**config.mk**
```make
export PLATFORM = sky130hd
export DESIGN_NAME = pipe_regs_fde_flat
export DESIGN_NICKNAME = d
export VERILOG_FILES = /design/src/rtl/pipe_regs_fde_if.sv /design/src/rtl/pipe_regs_fde.sv /design/src/flat_wrapper.sv
export SDC_FILE = /design/constraint.sdc
export NUM_CORES = 1
export LEC_CHECK = 0
export CAP_MARGIN = 40
export CORE_AREA = 5 5 360 362
export CTS_CLUSTER_DIAMETER = 100
export DETAILED_ROUTE_END_ITERATION = 10
export DIE_AREA = 0 0 365 367
export PLACE_DENSITY_LB_ADDON = 0.2
export SKIP_CTS_REPAIR_TIMING = 1
export SYNTH_ARGS = -nofsm -noshare
export SYNTH_HDL_FRONTEND = slang
export SYNTH_SLANG_ARGS = --single-unit
```
**constraint.sdc**
```tcl
create_clock -name clk -period 4 [get_ports clk]
set_input_delay 0.8 -clock clk [delete_from_list [all_inputs] [get_ports clk]]
set_output_delay 0.8 -clock clk [all_outputs]
set_load 0.005 [all_outputs]
```
**src/rtl/pipe_regs_fde_if.sv**
```systemverilog
// Bundle between hazard control, fetch/decode logic and the
// F/D/E pipeline register bank.
interface pipe_regs_fde_if #(
   parameter int W     = 64,
   parameter int CNT_W = 32
);
   logic         F_stall;
   logic         D_stall;
   logic         D_bubble;
   logic         E_bubble;

   logic [W-1:0] f_predPC;
   logic [3:0]   f_stat;
   logic [3:0]   f_icode;
   logic [3:0]   f_ifun;
   logic [3:0]   f_rA;
   logic [3:0]   f_rB;
   logic [W-1:0] f_valC;
   logic [W-1:0] f_valP;

   logic [3:0]   d_stat;
   logic [3:0]   d_icode;
   logic [3:0]   d_ifun;
   logic [W-1:0] d_valC;
   logic [W-1:0] d_valA;
   logic [W-1:0] d_valB;
   logic [3:0]   d_dstE;
   logic [3:0]   d_dstM;
   logic [3:0]   d_srcA;
   logic [3:0]   d_srcB;

   logic [W-1:0] F_predPC;
   logic [3:0]   D_stat;
   logic [3:0]   D_icode;
   logic [3:0]   D_ifun;
   logic [3:0]   D_rA;
   logic [3:0]   D_rB;
   logic [W-1:0] D_valC;
   logic [W-1:0] D_valP;
   logic [3:0]   E_stat;
   logic [3:0]   E_icode;
   logic [3:0]   E_ifun;
   logic [3:0]   E_dstE;
   logic [3:0]   E_dstM;
   logic [3:0]   E_srcA;
   logic [3:0]   E_srcB;
   logic [W-1:0] E_valC;
   logic [W-1:0] E_valA;
   logic [W-1:0] E_valB;

   logic [CNT_W-1:0] stall_cycles;
   logic [CNT_W-1:0] bubble_cycles;
   logic             ctl_err;

   modport master (
      output F_stall, D_stall, D_bubble, E_bubble,
      output f_predPC, f_stat, f_icode, f_ifun, f_rA, f_rB,
      output f_valC, f_valP,
      output d_stat, d_icode, d_ifun, d_valC, d_valA, d_valB,
      output d_dstE, d_dstM, d_srcA, d_srcB,
      input  F_predPC,
      input  D_stat, D_icode, D_ifun, D_rA, D_rB, D_valC, D_valP,
      input  E_stat, E_icode, E_ifun, E_dstE, E_dstM,
      input  E_srcA, E_srcB, E_valC, E_valA, E_valB,
      input  stall_cycles, bubble_cycles, ctl_err
   );

   modport slave (
      input  F_stall, D_stall, D_bubble, E_bubble,
      input  f_predPC, f_stat, f_icode, f_ifun, f_rA, f_rB,
      input  f_valC, f_valP,
      input  d_stat, d_icode, d_ifun, d_valC, d_valA, d_valB,
      input  d_dstE, d_dstM, d_srcA, d_srcB,
      output F_predPC,
      output D_stat, D_icode, D_ifun, D_rA, D_rB, D_valC, D_valP,
      output E_stat, E_icode, E_ifun, E_dstE, E_dstM,
      output E_srcA, E_srcB, E_valC, E_valA, E_valB,
      output stall_cycles, bubble_cycles, ctl_err
   );
endinterface

```
**src/rtl/pipe_regs_fde.sv**
```systemverilog
// Y86-64 F/D/E pipeline registers with hold/bubble control,
// saturating stall/bubble counters and a sticky conflict flag.
module pipe_regs_fde #(
   parameter int W     = 64,
   parameter int CNT_W = 32
) (
   input logic           clk,
   input logic           rst_n,
   pipe_regs_fde_if.slave bus
);
   typedef struct packed {
      logic [3:0]   stat;
      logic [3:0]   icode;
      logic [3:0]   ifun;
      logic [3:0]   ra;
      logic [3:0]   rb;
      logic [W-1:0] valc;
      logic [W-1:0] valp;
   } d_reg_t;

   typedef struct packed {
      logic [3:0]   stat;
      logic [3:0]   icode;
      logic [3:0]   ifun;
      logic [3:0]   dste;
      logic [3:0]   dstm;
      logic [3:0]   srca;
      logic [3:0]   srcb;
      logic [W-1:0] valc;
      logic [W-1:0] vala;
      logic [W-1:0] valb;
   } e_reg_t;

   localparam d_reg_t D_BUB = {
      4'b1000, 4'h1, 4'h0, 4'hF, 4'hF,
      {W{1'b0}}, {W{1'b0}}
   };
   localparam e_reg_t E_BUB = {
      4'b1000, 4'h1, 4'h0, 4'hF, 4'hF, 4'hF, 4'hF,
      {W{1'b0}}, {W{1'b0}}, {W{1'b0}}
   };

   logic [W-1:0]     pc_d, pc_q;
   d_reg_t           dr_d, dr_q;
   e_reg_t           er_d, er_q;
   logic [CNT_W-1:0] stall_d, stall_q;
   logic [CNT_W-1:0] bub_d, bub_q;
   logic             err_d, err_q;
   logic             conflict;

   // Stall beats bubble on D; a conflicting cycle still behaves this way.
   assign conflict = bus.D_stall & (bus.D_bubble | ~bus.F_stall);

   always_comb begin
      pc_d = bus.F_stall ? pc_q : bus.f_predPC;

      dr_d = dr_q;
      if (!bus.D_stall) begin
         if (bus.D_bubble) begin
            dr_d = D_BUB;
         end else begin
            dr_d = {bus.f_stat, bus.f_icode, bus.f_ifun,
                    bus.f_rA, bus.f_rB,
                    bus.f_valC, bus.f_valP};
         end
      end

      er_d = E_BUB;
      if (!bus.E_bubble) begin
         er_d = {bus.d_stat, bus.d_icode, bus.d_ifun,
                 bus.d_dstE, bus.d_dstM,
                 bus.d_srcA, bus.d_srcB,
                 bus.d_valC, bus.d_valA, bus.d_valB};
      end

      stall_d = stall_q;
      if ((bus.F_stall | bus.D_stall) && (stall_q != '1)) begin
         stall_d = stall_q + CNT_W'(1);
      end

      bub_d = bub_q;
      if ((bus.D_bubble | bus.E_bubble) && (bub_q != '1)) begin
         bub_d = bub_q + CNT_W'(1);
      end

      err_d = err_q | conflict;
   end

   always_ff @(posedge clk or negedge rst_n) begin
      if (!rst_n) begin
         pc_q    <= '0;
         dr_q    <= D_BUB;
         er_q    <= E_BUB;
         stall_q <= '0;
         bub_q   <= '0;
         err_q   <= 1'b0;
      end else begin
         pc_q    <= pc_d;
         dr_q    <= dr_d;
         er_q    <= er_d;
         stall_q <= stall_d;
         bub_q   <= bub_d;
         err_q   <= err_d;
      end
   end

   assign bus.F_predPC      = pc_q;
   assign bus.D_stat        = dr_q.stat;
   assign bus.D_icode       = dr_q.icode;
   assign bus.D_ifun        = dr_q.ifun;
   assign bus.D_rA          = dr_q.ra;
   assign bus.D_rB          = dr_q.rb;
   assign bus.D_valC        = dr_q.valc;
   assign bus.D_valP        = dr_q.valp;
   assign bus.E_stat        = er_q.stat;
   assign bus.E_icode       = er_q.icode;
   assign bus.E_ifun        = er_q.ifun;
   assign bus.E_dstE        = er_q.dste;
   assign bus.E_dstM        = er_q.dstm;
   assign bus.E_srcA        = er_q.srca;
   assign bus.E_srcB        = er_q.srcb;
   assign bus.E_valC        = er_q.valc;
   assign bus.E_valA        = er_q.vala;
   assign bus.E_valB        = er_q.valb;
   assign bus.stall_cycles  = stall_q;
   assign bus.bubble_cycles = bub_q;
   assign bus.ctl_err       = err_q;
endmodule
```
**src/flat_wrapper.sv**
```systemverilog
// flat-port wrapper written by rule: the top's interface ports become plain ports
module pipe_regs_fde_flat 
#(
   parameter int W     = 64,
   parameter int CNT_W = 32
)
  (clk, rst_n, bus_F_stall, bus_D_stall, bus_D_bubble, bus_E_bubble, bus_f_predPC, bus_f_stat, bus_f_icode, bus_f_ifun, bus_f_rA, bus_f_rB, bus_f_valC, bus_f_valP, bus_d_stat, bus_d_icode, bus_d_ifun, bus_d_valC, bus_d_valA, bus_d_valB, bus_d_dstE, bus_d_dstM, bus_d_srcA, bus_d_srcB, bus_F_predPC, bus_D_stat, bus_D_icode, bus_D_ifun, bus_D_rA, bus_D_rB, bus_D_valC, bus_D_valP, bus_E_stat, bus_E_icode, bus_E_ifun, bus_E_dstE, bus_E_dstM, bus_E_srcA, bus_E_srcB, bus_E_valC, bus_E_valA, bus_E_valB, bus_stall_cycles, bus_bubble_cycles, bus_ctl_err);
  pipe_regs_fde_if #(.W(W), .CNT_W(CNT_W)) bus_i ();
  input logic clk;
  input logic rst_n;
  input wire logic [$bits(bus_i.F_stall)-1:0] bus_F_stall;
  input wire logic [$bits(bus_i.D_stall)-1:0] bus_D_stall;
  input wire logic [$bits(bus_i.D_bubble)-1:0] bus_D_bubble;
  input wire logic [$bits(bus_i.E_bubble)-1:0] bus_E_bubble;
  input wire logic [$bits(bus_i.f_predPC)-1:0] bus_f_predPC;
  input wire logic [$bits(bus_i.f_stat)-1:0] bus_f_stat;
  input wire logic [$bits(bus_i.f_icode)-1:0] bus_f_icode;
  input wire logic [$bits(bus_i.f_ifun)-1:0] bus_f_ifun;
  input wire logic [$bits(bus_i.f_rA)-1:0] bus_f_rA;
  input wire logic [$bits(bus_i.f_rB)-1:0] bus_f_rB;
  input wire logic [$bits(bus_i.f_valC)-1:0] bus_f_valC;
  input wire logic [$bits(bus_i.f_valP)-1:0] bus_f_valP;
  input wire logic [$bits(bus_i.d_stat)-1:0] bus_d_stat;
  input wire logic [$bits(bus_i.d_icode)-1:0] bus_d_icode;
  input wire logic [$bits(bus_i.d_ifun)-1:0] bus_d_ifun;
  input wire logic [$bits(bus_i.d_valC)-1:0] bus_d_valC;
  input wire logic [$bits(bus_i.d_valA)-1:0] bus_d_valA;
  input wire logic [$bits(bus_i.d_valB)-1:0] bus_d_valB;
  input wire logic [$bits(bus_i.d_dstE)-1:0] bus_d_dstE;
  input wire logic [$bits(bus_i.d_dstM)-1:0] bus_d_dstM;
  input wire logic [$bits(bus_i.d_srcA)-1:0] bus_d_srcA;
  input wire logic [$bits(bus_i.d_srcB)-1:0] bus_d_srcB;
  output wire logic [$bits(bus_i.F_predPC)-1:0] bus_F_predPC;
  output wire logic [$bits(bus_i.D_stat)-1:0] bus_D_stat;
  output wire logic [$bits(bus_i.D_icode)-1:0] bus_D_icode;
  output wire logic [$bits(bus_i.D_ifun)-1:0] bus_D_ifun;
  output wire logic [$bits(bus_i.D_rA)-1:0] bus_D_rA;
  output wire logic [$bits(bus_i.D_rB)-1:0] bus_D_rB;
  output wire logic [$bits(bus_i.D_valC)-1:0] bus_D_valC;
  output wire logic [$bits(bus_i.D_valP)-1:0] bus_D_valP;
  output wire logic [$bits(bus_i.E_stat)-1:0] bus_E_stat;
  output wire logic [$bits(bus_i.E_icode)-1:0] bus_E_icode;
  output wire logic [$bits(bus_i.E_ifun)-1:0] bus_E_ifun;
  output wire logic [$bits(bus_i.E_dstE)-1:0] bus_E_dstE;
  output wire logic [$bits(bus_i.E_dstM)-1:0] bus_E_dstM;
  output wire logic [$bits(bus_i.E_srcA)-1:0] bus_E_srcA;
  output wire logic [$bits(bus_i.E_srcB)-1:0] bus_E_srcB;
  output wire logic [$bits(bus_i.E_valC)-1:0] bus_E_valC;
  output wire logic [$bits(bus_i.E_valA)-1:0] bus_E_valA;
  output wire logic [$bits(bus_i.E_valB)-1:0] bus_E_valB;
  output wire logic [$bits(bus_i.stall_cycles)-1:0] bus_stall_cycles;
  output wire logic [$bits(bus_i.bubble_cycles)-1:0] bus_bubble_cycles;
  output wire logic [$bits(bus_i.ctl_err)-1:0] bus_ctl_err;
  assign bus_i.F_stall = bus_F_stall;
  assign bus_i.D_stall = bus_D_stall;
  assign bus_i.D_bubble = bus_D_bubble;
  assign bus_i.E_bubble = bus_E_bubble;
  assign bus_i.f_predPC = bus_f_predPC;
  assign bus_i.f_stat = bus_f_stat;
  assign bus_i.f_icode = bus_f_icode;
  assign bus_i.f_ifun = bus_f_ifun;
  assign bus_i.f_rA = bus_f_rA;
  assign bus_i.f_rB = bus_f_rB;
  assign bus_i.f_valC = bus_f_valC;
  assign bus_i.f_valP = bus_f_valP;
  assign bus_i.d_stat = bus_d_stat;
  assign bus_i.d_icode = bus_d_icode;
  assign bus_i.d_ifun = bus_d_ifun;
  assign bus_i.d_valC = bus_d_valC;
  assign bus_i.d_valA = bus_d_valA;
  assign bus_i.d_valB = bus_d_valB;
  assign bus_i.d_dstE = bus_d_dstE;
  assign bus_i.d_dstM = bus_d_dstM;
  assign bus_i.d_srcA = bus_d_srcA;
  assign bus_i.d_srcB = bus_d_srcB;
  assign bus_F_predPC = bus_i.F_predPC;
  assign bus_D_stat = bus_i.D_stat;
  assign bus_D_icode = bus_i.D_icode;
  assign bus_D_ifun = bus_i.D_ifun;
  assign bus_D_rA = bus_i.D_rA;
  assign bus_D_rB = bus_i.D_rB;
  assign bus_D_valC = bus_i.D_valC;
  assign bus_D_valP = bus_i.D_valP;
  assign bus_E_stat = bus_i.E_stat;
  assign bus_E_icode = bus_i.E_icode;
  assign bus_E_ifun = bus_i.E_ifun;
  assign bus_E_dstE = bus_i.E_dstE;
  assign bus_E_dstM = bus_i.E_dstM;
  assign bus_E_srcA = bus_i.E_srcA;
  assign bus_E_srcB = bus_i.E_srcB;
  assign bus_E_valC = bus_i.E_valC;
  assign bus_E_valA = bus_i.E_valA;
  assign bus_E_valB = bus_i.E_valB;
  assign bus_stall_cycles = bus_i.stall_cycles;
  assign bus_bubble_cycles = bus_i.bubble_cycles;
  assign bus_ctl_err = bus_i.ctl_err;
  pipe_regs_fde #(.W(W), .CNT_W(CNT_W)) u_core (.clk(clk), .rst_n(rst_n), .bus(bus_i));
endmodule
```
After elaboration in Yosys (flattened, before gate mapping)
Cells that the tools add are included.

Memories kept: 0. RAM bits: 0. Input port bits: 438. Output and inout bits: 497. Bits in registers: 497. ROM bits: 0. Latch bits: 0.

Reduce and logical (&&, ||, !) cells: 2. Bitwise logic cells: 6. Shift operators: 0. Multipliers: 0. Equal/unequal tests: 2. $lt $le $gt $ge: 0. Add/subtract/negate cells: 2. Div/mod/pow operators: 0. Multiplexer cells: 2.

Operators with widths (number): 220-bit 2-to-1 mux (1); 148-bit 2-to-1 mux (1); 32-bit by 1-bit adder with 32-bit output (second input constant) (2); 32-bit != test (second input constant) (2); 1-bit OR (4); 1-bit logical AND (2); 1-bit AND (1); 1-bit NOT (1).

Longest topological paths before layout
Depth in word-level cells: 4. Mapped depth: 7.

Worst setup path before layout
OpenSTA, ideal clock, no wires.

Path kind: input port to flip-flop. Start point: input port bus_E_bubble. End point: register u_core.bub_q[22] (netlist: u_core.bus.bubble_cycles[22]). Arrival: 1946 ps. Cell stages on the path: 6. Setup slack: 1929 ps. Required time: 3876 ps. Buffers on the path: 1. Cell sequence: clkbuf_1 -> o2111a_1 -> nand4_1 -> a211oi_1 -> nand3_1 -> xnor2_1.

Longest elaborated chain between the ends: 2.

Ends and longest elaborated chain: from (decl) (line flat_wrapper.sv:14) `input wire logic [$bits(bus_i.E_bubble)-1:0] bus_E_bubble;`; 1-bit OR (line pipe_regs_fde.sv:82) `if ((bus.D_bubble | bus.E_bubble) && (bub_q != '1)) begin`; 1-bit logical AND (line pipe_regs_fde.sv:82); to (signal assigned) (line pipe_regs_fde.sv:102) `bub_q <= bub_d;`; to (decl) (line pipe_regs_fde.sv:47) `logic [CNT_W-1:0] bub_d, bub_q;`.

Every way passes these cells. A chain may end at the register's enable or synchronous reset.

Worst setup path after layout
Start point: register u_core.pc_q[6] (netlist: u_core.bus.F_predPC[6]). End point: output port bus_F_predPC[6].

RTL lines: from (decl) (line pipe_regs_fde.sv:43) `logic [W-1:0] pc_d, pc_q;`; from (signal assigned) (line pipe_regs_fde.sv:98) `pc_q <= pc_d;`; to (decl) (line flat_wrapper.sv:33) `output wire logic [$bits(bus_i.F_predPC)-1:0] bus_F_predPC;`.

No word-level cell between the ends.

==> impl_metrics.env <==
export IMPL_cp_top_family="buffers and inverters"
export IMPL_grtUsageMet1_pct=14.8
export IMPL_seq_area_frac_synth_pct=67.1
export IMPL_setup_viol=0
export IMPL_status="finished, final reports clean"
export IMPL_slew_viol_final=0
export IMPL_hold_viol=0
export IMPL_grt_max_degree=251
export IMPL_cts_made_buffers=67
export IMPL_period_minus_slack_ns=2.68
export IMPL_crit_type="reg -> out"
export IMPL_grt_overflow_total=0
export IMPL_areaGrowthSynthToFinish_pct=73.6
export IMPL_postRouteAntennaNets=0
export IMPL_fin_tns_setup_ns=0
export IMPL_ys_ff_latch=497
export IMPL_crit_slowest_cell="clkdlybuf4s50_1"
export IMPL_hold_path_class="in -> async"
export IMPL_synth_ff_type="dfrtp_1"
export IMPL_insertion_delay_ns=0.63
export IMPL_postLayoutCellArea_mm2=0.0323
export IMPL_place_ws_ns=1.27
export IMPL_clock_tree_buffer_depth=3
export IMPL_synth_edff_count=0
export IMPL_ir_drop_mv=0.274
export IMPL_netlist_area_mm2=0.0186
export IMPL_timing_final_crit_share_pct=66.9
export IMPL_synth_distinct_cells=43
export IMPL_critPathMaxStageDelay_ns=0.89
export IMPL_crit_arrival_ns=1.88
export IMPL_leakage_nw=13.1
export IMPL_cp_start_kind="flop"
export IMPL_power_total_mw=14.0
export IMPL_path_clk_slew_ns=0.06
export IMPL_grt_busiest_layer="met2"
export IMPL_vias=14800
export IMPL_fin_worst_skew_ns=0.00890
export IMPL_final_layout_size_suffix_gt1_share_pct=10.1
export IMPL_tightest_slew_ns=1.18
export IMPL_die_height_um=367
export IMPL_core_area_mm2=0.126
export IMPL_die_area_mm2=0.134
export IMPL_top_level_ports=935
export IMPL_layout_cells_non_filler=4187
export IMPL_start_util_pct=14.7
export IMPL_rrSetupSlack_ns=1.76
export IMPL_crit_chain="clkdlybuf4s50_1"
export IMPL_synth_fp_nets=1968
export IMPL_cp_end_kind="primary output"
export IMPL_grt_usage_pct=13.6
export IMPL_hpwlAfterDp_um=72900
export IMPL_rsz0062_at_grt="no"
export IMPL_rows=131
export IMPL_antenna_found_initial=32
export IMPL_routed_wl_um=94400
export IMPL_avgViaCountPerCell=3.53
export IMPL_cts_tree="yes"
export IMPL_io_buffer_count=934
export IMPL_dp_cells=4059
export IMPL_detail_route_wl_per_cell_um=22.5
export IMPL_drv_cap=0
export IMPL_dieWidth_um=365
export IMPL_met3_usage_pct=7.39
export IMPL_fmax_mhz=374
export IMPL_syn_inst=1528
export IMPL_gp_congestion=0.827
export IMPL_power_density_mw_per_mm2=434
export IMPL_cts_htree_levels=3
export IMPL_required_ns=3.20
export IMPL_finalHoldWorstSlack_ns=0.204
export IMPL_relSlewSlack_pct=21.6
export IMPL_drc=0
export IMPL_cts_root_buffer="clkbuf_16"
export IMPL_synthArstFlopShare_pct=100
export IMPL_grt_pass1_wl_um=128000
export IMPL_ys_warnings_count=0
export IMPL_syn_avg_cell_area_um2=12.2
export IMPL_first_global_vias=15800
export IMPL_grtUsageMet2_pct=22.4
export IMPL_numClockSinks=497
export IMPL_placed_cell_area_mm2=0.0300
export IMPL_first_pass_iters=4
export IMPL_path_buf_inv=1
export IMPL_finalNetCount=2906
export IMPL_drt_iter0_markers=725
export IMPL_final_core_util_pct=25.5
export IMPL_cp_max_fo=2
export IMPL_fin_ws_ns=1.32
## flip-flops by register name (all words and copies together) (netlist names), 32 cells and up
| signal | count |
|---|---|
| u_core.bus.D_valC | 64 |
| u_core.bus.D_valP | 64 |
| u_core.bus.E_valA | 64 |
| u_core.bus.E_valB | 64 |
| u_core.bus.E_valC | 64 |
| u_core.bus.F_predPC | 64 |
| u_core.bus.bubble_cycles | 32 |
| u_core.bus.stall_cycles | 32 |
## cell families (layout without fill, tap and decap cells)
kind of cell	count (synthesis)	count (layout)	share of synthesized area (%)
multiplexers	66	66	4.00
AND/OR/NAND/NOR	650	650	19.3
XOR/XNOR	60	60	2.83
other	0	11	0
AO/OA/AOI/OAI	165	165	4.77
buffers and inverters	88	1074	1.84
flip-flops	497	497	67.1
adder cells (fa/ha/maj)	2	2	0.135
## synthesized netlist by cell type (all sizes together), types with 7 or more instances
| cell type | count | share of area [%] |
|---|---|---|
| dfstp | 28 | 4.0 |
| and3 | 9 | 0.31 |
| xnor2 | 38 | 1.8 |
| o21ai | 148 | 4.0 |
| mux2 | 66 | 4.0 |
| nand3 | 33 | 0.92 |
| clkbuf | 76 | 1.5 |
| dfrtp | 469 | 63 |
| nand4 | 19 | 0.64 |
| buf | 9 | 0.25 |
| or2 | 20 | 0.67 |
| xor2 | 22 | 1.0 |
| nor2b | 203 | 6.8 |
| nand2 | 171 | 3.5 |
| nand2b | 139 | 4.7 |
| nor4 | 7 | 0.46 |
| nor2 | 30 | 0.61 |
## report_power, final
part	internal [mW]	switching (mW)
Clock	3.71	2.49
Combinational	1.29	0.853
Sequential	5.42	0.255
Total	10.4	3.60
## cell usage in the layout (no fill, tap or decap), types with 30 or more instances in the layout
master           netlist  routed
clkdlybuf4s50_1        0     929
dfrtp_1              469     469
nor2b_1              203     203
nand2_1              171     171
o21ai_0              148     148
nand2b_1             139     139
clkbuf_16              0      67
mux2_2                66      66
xnor2_1               38      38
nand3_1               32      32
nor2_1                30      30
## area by class of cell
cell class              count  area, um^2
repair buffers            954        9660
diodes                     11        27.5
flip-flops and latches    497       12500
clock buffers              92        1880
inverters                   3        11.3
fillers                 13400       94100
clock inverters            25         362
multi-input cells         943        5770
well taps                1662        2080
## per-layer routing
layer / vias up / part of all wire (%)
met5: - / 0.029
met4: 4 / 2.8
met3: 136 / 12
met2: 609 / 48
met1: 7194 / 37
li1: 6850 / -
## final timing paths
| check | startpoint | to | cells after the start |
|---|---|---|---|
| hold / removal | rst_n | u_core.bus.D_valP[52]$_DFFE_PN0N_ | 1 |
| max in group asynchronous | rst_n | u_core.bus.E_valB[18]$_DFF_PN0_ | 2 |
| setup reg to reg | u_core.bus.stall_cycles[0]$_DFFE_PN0P_ | u_core.bus.stall_cycles[28]$_DFFE_PN0P_ | 6 |
| setup / recovery | u_core.bus.F_predPC[6]$_DFFE_PN0N_ | bus_F_predPC[6] | 1 |
| hold reg to reg | u_core.bus.ctl_err$_DFF_PN0_ | u_core.bus.ctl_err$_DFF_PN0_ | 1 |
| min in group clk | u_core.bus.ctl_err$_DFF_PN0_ | u_core.bus.ctl_err$_DFF_PN0_ | 1 |
(Power assumes the default switching activity.)
